<file path="src/rtl/hello_world_sequencer_if.sv">
// Signal bundle between the hello_world sequencer and the test harness driving it.
// The slave side is the sequencer. The master side is whatever supplies start/abort and the gate output.
interface hello_world_sequencer_if;
    logic       start;
    logic       abort;
    logic       F;
    logic       A;
    logic       B;
    logic       busy;
    logic       done;
    logic       pass;
    logic [3:0] err_mask;
    logic [1:0] vec_idx;

    modport master (
        output start, abort, F,
        input  A, B, busy, done, pass, err_mask, vec_idx
    );

    modport slave (
        input  start, abort, F,
        output A, B, busy, done, pass, err_mask, vec_idx
    );
endinterface

</file>
<file path="src/rtl/hello_world_sequencer.sv">
// Exhaustive exerciser for a 2-input gate: walks {B,A} through 00,01,10,11.
// Each vector is held HOLD_CYCLES clocks, and F is checked against EXPECT_TT on the last hold cycle.
module hello_world_sequencer #(
    parameter int         HOLD_CYCLES = 10,
    parameter logic [3:0] EXPECT_TT   = 4'b1000
) (
    input  logic                    clk,
    input  logic                    rst_n,
    hello_world_sequencer_if.slave  bus
);
    localparam int            CW   = $clog2(HOLD_CYCLES + 1);
    localparam logic [CW-1:0] LAST = CW'(HOLD_CYCLES - 1);

    typedef enum logic [1:0] {
        S_IDLE  = 2'd0,
        S_APPLY = 2'd1,
        S_DONE  = 2'd2
    } state_t;

    state_t        r_state, w_state_nxt;
    logic [CW-1:0] r_cnt,   w_cnt_nxt;
    logic [1:0]    r_vec,   w_vec_nxt;
    logic [3:0]    r_err,   w_err_nxt;
    logic          r_pass,  w_pass_nxt;
    logic          r_a,     w_a_nxt;
    logic          r_b,     w_b_nxt;
    logic          w_miss;

    // A four-state compare lets an X or Z on F in simulation count as a mismatch.
    assign w_miss = (bus.F !== EXPECT_TT[r_vec]);

    always_comb begin
        w_state_nxt = r_state;
        w_cnt_nxt   = r_cnt;
        w_vec_nxt   = r_vec;
        w_err_nxt   = r_err;
        w_pass_nxt  = r_pass;
        case (r_state)
            S_IDLE: begin
                if (bus.start) begin
                    w_state_nxt = S_APPLY;
                    w_cnt_nxt   = '0;
                    w_vec_nxt   = 2'd0;
                    w_err_nxt   = 4'd0;
                    w_pass_nxt  = 1'b0;
                end
            end
            S_APPLY: begin
                // Abort beats a sample on the same edge, so that vector's bit is left untouched.
                if (bus.abort) begin
                    w_state_nxt = S_IDLE;
                    w_cnt_nxt   = '0;
                    w_vec_nxt   = 2'd0;
                    w_pass_nxt  = 1'b0;
                end else if (r_cnt == LAST) begin
                    w_err_nxt[r_vec] = w_miss;
                    w_cnt_nxt        = '0;
                    if (r_vec == 2'd3) begin
                        w_state_nxt = S_DONE;
                    end else begin
                        w_vec_nxt = r_vec + 2'd1;
                    end
                end else begin
                    w_cnt_nxt = r_cnt + CW'(1);
                end
            end
            S_DONE: begin
                w_pass_nxt  = ~|r_err;
                w_state_nxt = S_IDLE;
                w_vec_nxt   = 2'd0;
            end
            default: begin
                w_state_nxt = S_IDLE;
                w_cnt_nxt   = '0;
                w_vec_nxt   = 2'd0;
            end
        endcase
        w_a_nxt = (w_state_nxt == S_APPLY) & w_vec_nxt[0];
        w_b_nxt = (w_state_nxt == S_APPLY) & w_vec_nxt[1];
    end

    always_ff @(posedge clk or negedge rst_n) begin
        if (!rst_n) begin
            r_state <= S_IDLE;
            r_cnt   <= '0;
            r_vec   <= 2'd0;
            r_err   <= 4'd0;
            r_pass  <= 1'b0;
            r_a     <= 1'b0;
            r_b     <= 1'b0;
        end else begin
            r_state <= w_state_nxt;
            r_cnt   <= w_cnt_nxt;
            r_vec   <= w_vec_nxt;
            r_err   <= w_err_nxt;
            r_pass  <= w_pass_nxt;
            r_a     <= w_a_nxt;
            r_b     <= w_b_nxt;
        end
    end

    assign bus.A        = r_a;
    assign bus.B        = r_b;
    assign bus.busy     = (r_state != S_IDLE);
    assign bus.done     = (r_state == S_DONE);
    assign bus.pass     = r_pass;
    assign bus.err_mask = r_err;
    assign bus.vec_idx  = r_vec;
endmodule

</file>
<file path="src/flat_wrapper.sv">
// flat-port wrapper written by rule: the top's interface ports become plain ports
module hello_world_sequencer_flat 
#(
    parameter int         HOLD_CYCLES = 10,
    parameter logic [3:0] EXPECT_TT   = 4'b1000
)
  (clk, rst_n, bus_start, bus_abort, bus_F, bus_A, bus_B, bus_busy, bus_done, bus_pass, bus_err_mask, bus_vec_idx);
  hello_world_sequencer_if bus_i ();
  input  logic clk;
  input  logic rst_n;
  input wire logic [$bits(bus_i.start)-1:0] bus_start;
  input wire logic [$bits(bus_i.abort)-1:0] bus_abort;
  input wire logic [$bits(bus_i.F)-1:0] bus_F;
  output wire logic [$bits(bus_i.A)-1:0] bus_A;
  output wire logic [$bits(bus_i.B)-1:0] bus_B;
  output wire logic [$bits(bus_i.busy)-1:0] bus_busy;
  output wire logic [$bits(bus_i.done)-1:0] bus_done;
  output wire logic [$bits(bus_i.pass)-1:0] bus_pass;
  output wire logic [$bits(bus_i.err_mask)-1:0] bus_err_mask;
  output wire logic [$bits(bus_i.vec_idx)-1:0] bus_vec_idx;
  assign bus_i.start = bus_start;
  assign bus_i.abort = bus_abort;
  assign bus_i.F = bus_F;
  assign bus_A = bus_i.A;
  assign bus_B = bus_i.B;
  assign bus_busy = bus_i.busy;
  assign bus_done = bus_i.done;
  assign bus_pass = bus_i.pass;
  assign bus_err_mask = bus_i.err_mask;
  assign bus_vec_idx = bus_i.vec_idx;
  hello_world_sequencer #(.HOLD_CYCLES(HOLD_CYCLES), .EXPECT_TT(EXPECT_TT)) u_core (.clk(clk), .rst_n(rst_n), .bus(bus_i));
endmodule
</file>
<file path="config.mk">
export PLATFORM = sky130hd
export DESIGN_NAME = hello_world_sequencer_flat
export DESIGN_NICKNAME = d
export VERILOG_FILES = /design/src/rtl/hello_world_sequencer_if.sv /design/src/rtl/hello_world_sequencer.sv /design/src/flat_wrapper.sv
export SDC_FILE = /design/constraint.sdc
export NUM_CORES = 1
export LEC_CHECK = 0
export ABC_AREA = 1
export CAP_MARGIN = 20
export CORE_MARGIN = 3
export CORE_UTILIZATION = 40
export DETAILED_ROUTE_END_ITERATION = 7
export GPL_TIMING_DRIVEN = 0
export SLEW_MARGIN = 30
export SYNTH_ARGS = -nofsm -noshare
export SYNTH_HDL_FRONTEND = slang
export SYNTH_SLANG_ARGS = --single-unit
</file>
<file path="constraint.sdc">
create_clock -name clk -period 1.7 [get_ports clk]
set_clock_uncertainty 0.1 [all_clocks]
set_input_delay 0.17 -clock clk [delete_from_list [all_inputs] [get_ports clk]]
set_output_delay 0.17 -clock clk [all_outputs]
set_load 0.01 [all_outputs]
</file>
==> results.sh <==
export IMPL_status="finished, final reports clean"
export IMPL_synth_cell_types=19
export IMPL_synth_top_family_by_area="simple AND/OR/NAND/NOR gates"
export IMPL_worst_ep_required_time_ps=1430
export IMPL_r2r_start="u_core.r_cnt[1]$_DFFE_PN0P_"
export IMPL_antenna_found_initial=0
export IMPL_p_leak_nw=0.581
export IMPL_cts_tree="yes"
export IMPL_ant_nets=0
export IMPL_final_cell_mix="nand2_1 (38), inv_1 (14), clkdlybuf4s50_1 (13), dfrtp_1 (13), nor2_1 (10)"
export IMPL_syn_nets=121
export IMPL_crit_start="u_core.r_state[0]$_DFF_PN0_"
export IMPL_crit_type="flip-flop to output port"
export IMPL_fp_row_count=16
export IMPL_relSlewSlack=0.550
export IMPL_io_buffers=15
export IMPL_cap_violations=0
export IMPL_period_needed_ps=1560
export IMPL_routedWlPerCell_um=10.8
export IMPL_max_freq_ghz=0.642
export IMPL_netlist_area_um2=866
export IMPL_cp_top_family="buffers and inverters"
export IMPL_grt_pass1_vias=729
export IMPL_grt_pass1_wl_um=3030
export IMPL_root_buffer="clkbuf_4"
export IMPL_track_usage=0.153
export IMPL_place_ws_ps=196
export IMPL_place_gp_congestion=0.793
export IMPL_yosys_warnings=0
export IMPL_rrSetupSlack_ps=210
export IMPL_drtPass1Iterations=4
export IMPL_arrival_ps=1290
export IMPL_path_cells="buf_4 -> nor2_1 -> dlygate4sd2_1"
export IMPL_wl_um=1730
export IMPL_finalSetupTns_ps=0
export IMPL_end_kind="output port"
export IMPL_layout_commonest_cell="nand2_1"
export IMPL_cts_buffer_depth=2
export IMPL_worst_r2r_path_depth=7
export IMPL_crit_buf_inv=2
export IMPL_syn_inst=113
export IMPL_antennaDiodeCount=0
export IMPL_slowest_stage="dfrtp_2"
export IMPL_hold_buffers=0
export IMPL_cts_made_buffers=3
export IMPL_core_area_mm2=0.00200
export IMPL_path_clk_slew_ps=100
export IMPL_dieArea_mm2=0.00276
export IMPL_start_util=0.432
export IMPL_area_growth_pct=25.1
export IMPL_setup_viol=0
export IMPL_synth_fa_ha_area_frac=0.0434
export IMPL_drt_initial_drc_count=22
export IMPL_num_vias=735
export IMPL_fin_crit_sh=0.916
export IMPL_synth_avg_cell_area_um2=7.66
export IMPL_hp_class="input pin to asynchronous set/reset pin"
export IMPL_nNetsFinal=142
export IMPL_die_h_um=52.5
export IMPL_fill_cells=204
export IMPL_synthMuxAreaShare=0
export IMPL_rsz0062_at_grt="no"
export IMPL_layout_setup_ws_ps=143
export IMPL_cp_start_kind="flip-flop"
export IMPL_critPathMaxStageDelay_ps=420
export IMPL_ys_seq_area_frac=0.434
export IMPL_synth_seq_cells=15
export IMPL_synth_compound_gate_area_share=0.0621
export IMPL_htreeDepth=1
export IMPL_worst_slew_pin_slew_ps=673
export IMPL_crit_fanout=3
export IMPL_io_pins=16
export IMPL_drive_gt1_frac=0.173
export IMPL_grt_max_degree=16
export IMPL_ir_drop_uv=457
export IMPL_hold_violations=0
export IMPL_synthSimpleGateAreaFrac=0.383
export IMPL_clock_sinks=15
export IMPL_r2r_end="u_core.bus.B$_DFF_PN0_"
export IMPL_post_dp_hpwl_um=1360
export IMPL_power_density_mw_per_mm2=703
export IMPL_die_x_um=52.5
export IMPL_grt_overflow=0
export IMPL_finalMaxSlewViolations=0
export IMPL_drc=0
export IMPL_avgViaCountPerCell=4.59
export IMPL_synth_xor_area_share=0
export IMPL_clk_latency_ps=290
## metrics by stage
stage                     std cells  instance area (um2)   util  hold WS, ps  power [mW]
after floorplan                 113                  866      -         -226       0.500
after global placement          155                 1050  0.524          374       0.553
after detailed placement        155                 1050  0.524          378       0.557
after CTS                       160                 1080  0.541          206       0.773
after global routing            160                 1080  0.541          212       0.818
final                           160                 1080  0.541          182       0.761
## power by group
part | total [mW] | internal, mW | switching (mW)
registers | 0.387 | 0.372 | 0.0150
logic | 0.165 | 0.0652 | 0.0998
clock network | 0.209 | 0.0911 | 0.118
## worst register-to-register path: stages, from the launching register on
cell,delay (ps)
dfrtp_1,410
inv_1,80
ha_1,170
nand2_1,70
nor2_2,200
a21oi_2,90
nor2_1,210
nor2_1,60
## layout make-up
| class | instances | area (um2) | share of cell area |
|---|---|---|---|
| multi-input cells | 80 | 423 | 0.390 |
| flip-flops and latches | 15 | 378 | 0.349 |
| repair buffers | 16 | 155 | 0.143 |
| inverters | 18 | 67.6 | 0.0624 |
| well taps | 27 | 33.8 | 0.0312 |
| clock buffers | 4 | 26.3 | 0.0242 |
## sequential cells by signal, summed over array words and instances (netlist names)
register	flops
u_core.bus.A	1
u_core.bus.B	1
u_core.bus.err_mask	4
u_core.bus.pass	1
u_core.bus.vec_idx	2
u_core.r_cnt	4
u_core.r_state	2
## Yosys cell counts
| cell | instances | area share |
|---|---|---|
| nor2_8 | 1 | 0.023 |
| nor2_1 | 10 | 0.043 |
| nand2_1 | 38 | 0.16 |
| nor3_1 | 1 | 0.0058 |
| nand3_1 | 6 | 0.035 |
| inv_1 | 14 | 0.061 |
| o21ai_1 | 2 | 0.012 |
| dfrtp_1 | 15 | 0.43 |
| nand2_2 | 2 | 0.014 |
| inv_2 | 4 | 0.017 |
| ha_1 | 3 | 0.043 |
| nor2_2 | 4 | 0.029 |
| nor4_1 | 1 | 0.0072 |
| a21oi_2 | 2 | 0.020 |
| nand2_4 | 3 | 0.039 |
| o22ai_1 | 1 | 0.0072 |
| nand3b_1 | 1 | 0.0087 |
| nor2_4 | 1 | 0.013 |
| a21oi_1 | 4 | 0.023 |
## kinds of logic after synthesis
| kind of cell | after synthesis |
|---|---|
| and+or+nand+nor | 68 |
| buffers and inverters | 18 |
| DFF | 15 |
| AOI/OAI and AO/OA | 9 |
| adders and majority gates | 3 |
## worst max-delay path by stage
stage	end	slack [ps]	cells past startpoint
6_report	bus_done	140	3
5_1_grt	u_core.bus.B$_DFF_PN0_	20	7
4_1_cts	bus_done	130	3
3_5_place_dp	bus_done	200	3
3_3_place_gp	bus_done	210	3
2_1_floorplan	u_core.bus.err_mask[1]$_DFFE_PN0P_	340	6
## metal layers
metal,share of wire,global-route usage
met4,0.021,0.0766
met2,0.44,0.242
met5,0,0
met3,0.048,0.0370
met1,0.49,0.194
## timing repair
item,4_1_cts,5_1_grt
gates resized for setup,4,0
endpoints found under the hold margin,0,0
setup buffers,1,0
setup endpoints to repair,2,0
Power figures use the tool's default switching activity.
